--- src/rtl/cdc_bus_sender.sv ---
// Source-domain half of a toggle (two-phase) req/ack bus synchronizer.
// A word accepted on in_valid/in_ready is held on tx_data while tx_req toggles.
// The block then waits for the destination's rx_ack toggle, which arrives
// through a plain flop chain. It also reports ack timeouts, spurious acks and
// a count of completed transfers.
//
// state    | meaning
// ---------+---------------------------------------------------------------
// IDLE     | no transfer outstanding, in_ready high
// WAIT_ACK | tx_req toggled, waiting for synchronized ack to match tx_req
module cdc_bus_sender #(
    parameter int WIDTH          = 8,
    parameter int SYNC_STAGES    = 2,
    parameter int TIMEOUT_CYCLES = 0,
    parameter int CNT_WIDTH      = 16
) (
    input  logic                 clk,
    input  logic                 reset_n,
    input  logic                 in_valid,
    output logic                 in_ready,
    input  logic [WIDTH-1:0]     in_data,
    output logic                 tx_req,
    output logic [WIDTH-1:0]     tx_data,
    input  logic                 rx_ack,
    output logic                 busy,
    output logic                 timeout_err,
    output logic                 proto_err,
    output logic [CNT_WIDTH-1:0] xfer_cnt
);

    typedef enum logic {
        IDLE     = 1'b0,
        WAIT_ACK = 1'b1
    } state_t;

    // Counter only needs to reach TIMEOUT_CYCLES; keep at least one bit when disabled.
    localparam int TW = (TIMEOUT_CYCLES > 0) ? $clog2(TIMEOUT_CYCLES + 1) : 1;
    localparam logic [TW-1:0] TO_LIMIT = TW'(TIMEOUT_CYCLES);

    state_t                 state_q, state_d;
    logic [SYNC_STAGES-1:0] sync_q;
    logic                   tx_req_q, tx_req_d;
    logic [WIDTH-1:0]       tx_data_q, tx_data_d;
    logic [TW-1:0]          to_cnt_q, to_cnt_d;
    logic                   timeout_err_q, timeout_err_d;
    logic                   proto_err_q, proto_err_d;
    logic [CNT_WIDTH-1:0]   xfer_cnt_q, xfer_cnt_d;

    logic ack_s;
    logic ack_edge;
    logic match;

    assign ack_s    = sync_q[SYNC_STAGES-1];
    // ack_s is about to take the value of the previous stage; a difference means
    // ack_s changes on this edge.
    assign ack_edge = sync_q[SYNC_STAGES-1] ^ sync_q[SYNC_STAGES-2];
    assign match    = (ack_s == tx_req_q);

    // Bring rx_ack into the clk domain; pure shift, no logic between stages.
    always_ff @(posedge clk or negedge reset_n) begin
        if (!reset_n) begin
            sync_q <= '0;
        end else begin
            sync_q <= {sync_q[SYNC_STAGES-2:0], rx_ack};
        end
    end

    // Next-state, hold/launch of the request, timeout and status decode.
    always_comb begin
        state_d       = state_q;
        tx_req_d      = tx_req_q;
        tx_data_d     = tx_data_q;
        to_cnt_d      = to_cnt_q;
        xfer_cnt_d    = xfer_cnt_q;
        timeout_err_d = 1'b0;
        proto_err_d   = 1'b0;
        case (state_q)
            IDLE: begin
                proto_err_d = ack_edge;
                if (in_valid) begin
                    tx_data_d = in_data;
                    tx_req_d  = ~tx_req_q;
                    to_cnt_d  = '0;
                    state_d   = WAIT_ACK;
                end
            end
            WAIT_ACK: begin
                if (match) begin
                    state_d    = IDLE;
                    xfer_cnt_d = xfer_cnt_q + 1'b1;
                end else if ((TIMEOUT_CYCLES > 0) && (to_cnt_q != TO_LIMIT)) begin
                    to_cnt_d = to_cnt_q + 1'b1;
                    // Fires only on the step that reaches the limit; saturation
                    // prevents a second pulse for the same transfer.
                    if (to_cnt_q == TO_LIMIT - TW'(1)) begin
                        timeout_err_d = 1'b1;
                    end
                end
            end
            default: state_d = IDLE;
        endcase
    end

    // State and output registers; reset also drops tx_req back to 0.
    always_ff @(posedge clk or negedge reset_n) begin
        if (!reset_n) begin
            state_q       <= IDLE;
            tx_req_q      <= 1'b0;
            tx_data_q     <= '0;
            to_cnt_q      <= '0;
            timeout_err_q <= 1'b0;
            proto_err_q   <= 1'b0;
            xfer_cnt_q    <= '0;
        end else begin
            state_q       <= state_d;
            tx_req_q      <= tx_req_d;
            tx_data_q     <= tx_data_d;
            to_cnt_q      <= to_cnt_d;
            timeout_err_q <= timeout_err_d;
            proto_err_q   <= proto_err_d;
            xfer_cnt_q    <= xfer_cnt_d;
        end
    end

    assign in_ready    = (state_q == IDLE);
    assign busy        = (state_q == WAIT_ACK);
    assign tx_req      = tx_req_q;
    assign tx_data     = tx_data_q;
    assign timeout_err = timeout_err_q;
    assign proto_err   = proto_err_q;
    assign xfer_cnt    = xfer_cnt_q;

endmodule
--- config.mk ---
export PLATFORM = sky130hd
export DESIGN_NAME = cdc_bus_sender
export DESIGN_NICKNAME = d
export VERILOG_FILES = /design/src/rtl/cdc_bus_sender.sv
export SDC_FILE = /design/constraint.sdc
export NUM_CORES = 1
export LEC_CHECK = 0
export BUFFER_PORTS_ARGS = -buffer_cell sky130_fd_sc_hd__buf_2
export CELL_PAD_IN_SITES_DETAIL_PLACEMENT = 0
export CELL_PAD_IN_SITES_GLOBAL_PLACEMENT = 2
export CORE_AREA = 2 2 66 68
export DETAILED_ROUTE_END_ITERATION = 7
export DIE_AREA = 0 0 68 70
export HOLD_SLACK_MARGIN = 0.1
export PLACE_DENSITY_LB_ADDON = 0.12
export SETUP_SLACK_MARGIN = 0.3
export SYNTH_ARGS = -nofsm -noshare
export SYNTH_HDL_FRONTEND = slang
export SYNTH_SLANG_ARGS = --single-unit
export TNS_END_PERCENT = 5
--- constraint.sdc ---
create_clock -name clk -period 3.5 [get_ports clk]
set_clock_uncertainty 0.2 [all_clocks]
set_input_delay 0.875 -clock clk [delete_from_list [all_inputs] [get_ports clk]]
set_output_delay 0.875 -clock clk [all_outputs]
set_load 0.01 [all_outputs]
==> flow_metrics.tcl, run 1 <==
set metrics [dict create \
    slew_headroom_pct 50.0 \
    status "finished, final reports clean" \
    ys_seq_area_share_pct 61.2 \
    worst_slew_pin_slew_ps 749 \
    postCtsSetupBuffers 0 \
    drc 0 \
    cpPeakStageDelay_ps 490 \
    wl_um 2360 \
    cap_violations 0 \
    worstPathRequired_ps 2420 \
    clk_latency_ps 280 \
    ir_worst_vdd_mv 0.376 \
    clock_sinks 29 \
    num-fill-cells 427 \
    critPathLaunchType "flop" \
    cts_root_buf "clkbuf_8" \
    dp_slack_ps 1160 \
    syn_nets 108 \
    chipWidth_um 68 \
    synth_top_area_share_pct 61.2 \
    netlist_instances 95 \
    overflow 0 \
    antennaDiodeCount 0 \
    hold_violations 0 \
    area_growth_pct 29.5 \
    final_cell_mix "buf_2 (39), dfrtp_1 (29), xnor2_1 (11), nand2_1 (8), mux2_2 (8)" \
    grt.total_usage_pct 11.4 \
    drive_above_1_share_pct 40.7 \
    path_cells "inv_1, buf_2" \
    synth_edf_count 0 \
    top_level_ports 41 \
    synthTopCellsByArea "dfrtp_1 (61%), xnor2_1 (8.1%), mux2_2 (7.6%)" \
    finalNetCount 152 \
    drt-initial-drc-count 28 \
    power.density_mw_per_mm2 757 \
    path_max_fanout 8 \
    p_leak_uw 0.000767 \
    layout_commonest_cell "buf_2" \
    cts_buffers 5 \
    slew_viol_final 0 \
    syn_avg_cell_area_um2 12.5 \
    grt_setup_unrepaired "no" \
    synth.largest_area_cell "dfrtp_1" \
    yosysUniqueCellTypes 21 \
    cp-end-kind "primary output" \
    fmax_mhz 473 \
    grt_max_degree 30 \
    setup_viol 0 \
    syn-cell-area_mm2 0.00119 \
    ant_nets 0 \
    cts_buffer_depth 2 \
    postCtsHoldBufs 0 \
    start_util_pct 28.6 \
    ys_warn_count 0 \
    antenna_found_initial 0 \
    hold_class "flop to flop" \
    final_util_pct 37.1 \
    rows 24 \
    setup_tns_ps 0 \
    viasPerCell 4.39 \
    dieArea_mm2 0.00476 \
    layout_min_cycle_time_ps 2110 \
    grt_pass1_wl_um 4000 \
    dp.final_hpwl_um 1700 \
    cts_tree "done" \
    synth_flop_cell "dfrtp_1" \
    clkTransAtPathRegs_ps 60 \
    via_count 843 \
    synthArstFlopShare_pct 100 \
    drtPass1Iterations 4 \
    critPathSlowestCell "dfrtp_1" \
    portBuffers 39 \
    core-area_mm2 0.00414 \
    synth.ff_latch_count 29 \
    arrival_ps 1040 \
    timing_worst_setup_path_type "flop to primary output" \
    setup_slack_ps 1390 \
    gp_congestion 0.683 \
    wl_per_cell_um 12.3 \
    grt_pass1_vias 867 \
    cts_resized 0 \
    finalCritPeriodShare_pct 60.4 \
    ctsHtreeMaxLevel 2 \
    fp.dieH_um 70 \
]
[cells in the mapped netlist, drive strengths merged (3+ instances only)]
cell type  number
dfrtp          29
mux2            8
nand2           8
nand3           5
nand4           6
nor2            7
nor3            3
xnor2          11
xor2            7
[flip-flops by register name, indices dropped and copies added, names as in the netlist]
name       cells
tx_data        8
proto_err      1
tx_req         1
sync_q         2
xfer_cnt      16
busy           1
[power breakdown]
part	internal (uW)	switching, uW	total [uW]	leakage [uW]
Combinational	163	175	338	0.000344
Sequential	433	90.7	523	0.000368
Clock	177	124	302	0.0000542
Total	773	390	1160	0.000767
[metal layers]
| layer | up-vias | track usage (%) | part of all wire (%) |
|---|---|---|---|
| met5 | - | 0 | 0 |
| met1 | 399 | 14.3 | 46 |
| li1 | 407 | - | - |
| met4 | 0 | 6.67 | 2.6 |
| met2 | 29 | 16.8 | 45 |
| met3 | 8 | 3.86 | 6.4 |
[final timing paths]
check,from,end,slack [ps],depth (start not counted)
hold / removal,sync_q[0]$_DFF_PN0_,sync_q[1]$_DFF_PN0_,190,0
setup reg to reg,xfer_cnt[0]$_DFFE_PN0P_,xfer_cnt[12]$_DFFE_PN0P_,1440,5
min in group asynchronous,reset_n,xfer_cnt[6]$_DFFE_PN0P_,420,1
max in group asynchronous,reset_n,tx_data[4]$_DFFE_PN0P_,2260,1
hold reg to reg,sync_q[0]$_DFF_PN0_,sync_q[1]$_DFF_PN0_,190,0
setup / recovery,busy$_DFF_PN0_,in_ready,1390,2
[metrics by stage]
stage / hold WS [ps] / power [uW] / instance area, um2 / instances
3_5_place_dp: 180 / 876 / 1440 / 184
2_1_floorplan: 173 / 723 / 1190 / 95
3_3_place_gp: 178 / 873 / 1440 / 184
4_1_cts: 194 / 1190 / 1540 / 192
6_report: 191 / 1160 / 1540 / 192
5_1_grt: 202 / 1240 / 1540 / 192
[logic make-up (layout without fill, tap and decap cells)]
logic type               count (synthesis)  after routing  share of synthesized area [%]
XOR/XNOR                                18             18                           13.3
adder cells (fa/ha/maj)                  1              1                           1.05
flip-flops                              29             29                           61.2
other                                    1              1                          0.316
buffers and inverters                    3             48                           1.27
multiplexers                             8              8                           7.60
AND/OR/NAND/NOR                         35             35                           15.3
[worst max-delay path, delay by kind of cell, from the launching register on]
family | cells | cell delay, ps
flip-flops | 1 | 490
buffers and inverters | 2 | 270
[final cells by class]
class | instances | area [um2] | area share [%]
Multi-Input combinational cell | 63 | 445 | 29.0
Clock buffer | 7 | 96.3 | 6.27
Inverter | 1 | 3.75 | 0.244
Clock inverter | 1 | 5.00 | 0.326
Timing Repair Buffer | 39 | 195 | 12.7
Tap cell | 52 | 65.1 | 4.23
Sequential cell | 29 | 726 | 47.2
(Power assumes the default switching activity.)
==> inputs of run 2 (changes only) <==
--- a/config.mk
+++ b/config.mk
@@ -8,9 +8,9 @@
 export BUFFER_PORTS_ARGS = -buffer_cell sky130_fd_sc_hd__buf_2
 export CELL_PAD_IN_SITES_DETAIL_PLACEMENT = 0
 export CELL_PAD_IN_SITES_GLOBAL_PLACEMENT = 2
-export CORE_AREA = 2 2 66 68
+export CORE_AREA = 2 2 70 72
 export DETAILED_ROUTE_END_ITERATION = 7
-export DIE_AREA = 0 0 68 70
+export DIE_AREA = 0 0 72 74
 export HOLD_SLACK_MARGIN = 0.1
 export PLACE_DENSITY_LB_ADDON = 0.12
 export SETUP_SLACK_MARGIN = 0.3
==> constraint.sdc (replaced) <==
create_clock -name clk -period 1.92 [get_ports clk]
set_clock_uncertainty 0.2 [all_clocks]
set_input_delay 0.48 -clock clk [delete_from_list [all_inputs] [get_ports clk]]
set_output_delay 0.48 -clock clk [all_outputs]
set_load 0.01 [all_outputs]
==> run 2 against run 1 <==
Compared with the run above:
- cell area is 7.4% higher
- sequential power is 80% higher
- largest power group unchanged
- die area up 12%
- sequential share of layout area down 3.0 points
- sequential cell count is the same
- routed wire length grew 6.8%
- clock power grew 58%
- largest cell class unchanged
- critical path depth unchanged
==> flow_metrics.tcl, run 2 (synthesis results as in run 1) <==
set metrics [dict create \
    status "finished, final reports clean" \
    setup_tns_ps 0 \
    drtPass1Iterations 4 \
    grt_setup_unrepaired "yes" \
    clkTransAtPathRegs_ps 60 \
    dieArea_mm2 0.00533 \
    gp_congestion 0.692 \
    grt_max_degree 19 \
    power.density_mw_per_mm2 1320 \
    final_cell_mix "buf_2 (39), dfrtp_1 (26), xnor2_1 (11), nand2_1 (8), mux2_2 (8)" \
    arrival_ps 990 \
    p_leak_uw 0.000810 \
    drive_above_1_share_pct 47.3 \
    r2r_start "tx_req$_DFFE_PN0P_" \
    critPathLaunchType "flop" \
    layout_min_cycle_time_ps 1670 \
    slew_viol_final 0 \
    drc 0 \
    portBuffers 39 \
    wl_um 2510 \
    viasPerCell 4.34 \
    p_clk_share_pct 21.9 \
    drt-initial-drc-count 21 \
    ir_worst_vdd_mv 0.574 \
    cts_buffer_depth 2 \
    groute.layer.met2.usage_pct 17.0 \
    busiest_layer "met2" \
    ant_nets 0 \
    dp_slack_ps 176 \
    grt.total_usage_pct 11.0 \
    path_max_fanout 2 \
    cts_buffers 5 \
    cap_violations 0 \
    hold_class "flop to flop" \
    reg2reg_depth 4 \
    timing_worst_setup_path_type "flop to primary output" \
    cts_tree "done" \
    area_growth_pct 39.1 \
    grt_pass1_wl_um 4300 \
    multi_input_area_um2 494 \
    finalNetCount 160 \
    dp.final_hpwl_um 1910 \
    layout_commonest_cell "buf_2" \
    fmax_mhz 597 \
    switching_power_uw 757 \
    crit_start "tx_req$_DFFE_PN0P_" \
    cts_root_buf "clkbuf_8" \
    num-fill-cells 481 \
    seqPwrFrac_pct 43.0 \
    largest_register_ffs 16 \
    worstPathRequired_ps 1240 \
    setup_slack_ps 245 \
    cp-end-kind "primary output" \
    wl_per_cell_um 12.4 \
    regArea_um2 729 \
    core-area_mm2 0.00460 \
    clock_sinks 29 \
    p_sw_share_pct 34.7 \
    whs_path_depth 0 \
    finalPower_uw 2180 \
    overflow 0 \
    start_util_pct 25.8 \
    setup_viol 0 \
    power_frac_comb_pct 35.1 \
    via_count 876 \
    met3_usage_pct 5.83 \
    finalCritPeriodShare_pct 87.2 \
    antenna_found_initial 0 \
    grt_pass1_vias 895 \
    met1_usage_pct 12.8 \
    antennaDiodeCount 0 \
    top_level_ports 41 \
    p_int_uw 1420 \
    hold_path_startpoint "sync_q[0]$_DFF_PN0_" \
    rows 25 \
    fp.dieH_um 74 \
    ctsHtreeMaxLevel 2 \
    chipWidth_um 72 \
    clk_latency_ps 280 \
    hold_violations 0 \
]
-- run 2: changes by cell type in the layout (fill, tap and decap cells not counted), sizes merged --
| cell | before | now |
|---|---|---|
| dlygate4sd3 | 0 | 2 |
| clkinv | 1 | 2 |
| buf | 39 | 45 |
| clkbuf | 7 | 6 |
-- run 2: layout make-up --
type / instances / area share, %
flip-flops and latches: 29 / 44.2
multi-input cells: 63 / 29.9
repair buffers: 47 / 16.5
clock buffers: 6 / 4.40
well taps: 54 / 4.09
clock inverters: 2 / 0.607
inverters: 1 / 0.227
-- run 2: repair_timing --
item / CTS / global route
hold buffers: 2 / 0
hold endpoints to repair: 12 / 0
pin swaps: 1 / 1
cloned: 0 / 0
setup buffers: 2 / 1
gates resized for setup: 4 / 1
setup endpoints to repair: 10 / 15
-- run 2: through the flow --
stage | utilization (%) | hold WS [ps] | cells | area [um2]
floorplan | - | -15.6 | 95 | 1210
global placement | 32.6 | 181 | 189 | 1500
detailed placement | 32.6 | 181 | 189 | 1500
CTS | 35.7 | 196 | 201 | 1640
global route | 35.9 | 203 | 202 | 1650
finish | 35.9 | 190 | 202 | 1650
-- run 2: final timing paths --
check / end / slack, ps
setup reg to reg: xfer_cnt[15]$_DFFE_PN0P_ / 270
hold reg to reg: sync_q[1]$_DFF_PN0_ / 190
max in group asynchronous: xfer_cnt[2]$_DFFE_PN0P_ / 690
setup / recovery: tx_req / 250
hold / removal: sync_q[1]$_DFF_PN0_ / 190
min in group asynchronous: busy$_DFF_PN0_ / 430
-- run 2: critical path: stages, from the launching register on --
cell     delay, ps
dfrtp_2        440
buf_4          150
buf_2          130
-- run 2: power groups by stage --
stage / logic, uW / registers, uW / clock network, uW
CTS: 765 / 944 / 511
detailed placement: 695 / 967 / 0
floorplan: 305 / 1050 / 0
finish: 765 / 939 / 477
global placement: 696 / 964 / 0
global route: 847 / 969 / 533
-- run 2: routing by layer --
metal	share of wire, %	vias to the layer above
met3	8.4	2
li1	-	426
met1	42	417
met2	49	31
met5	0	-
met4	0.91	0
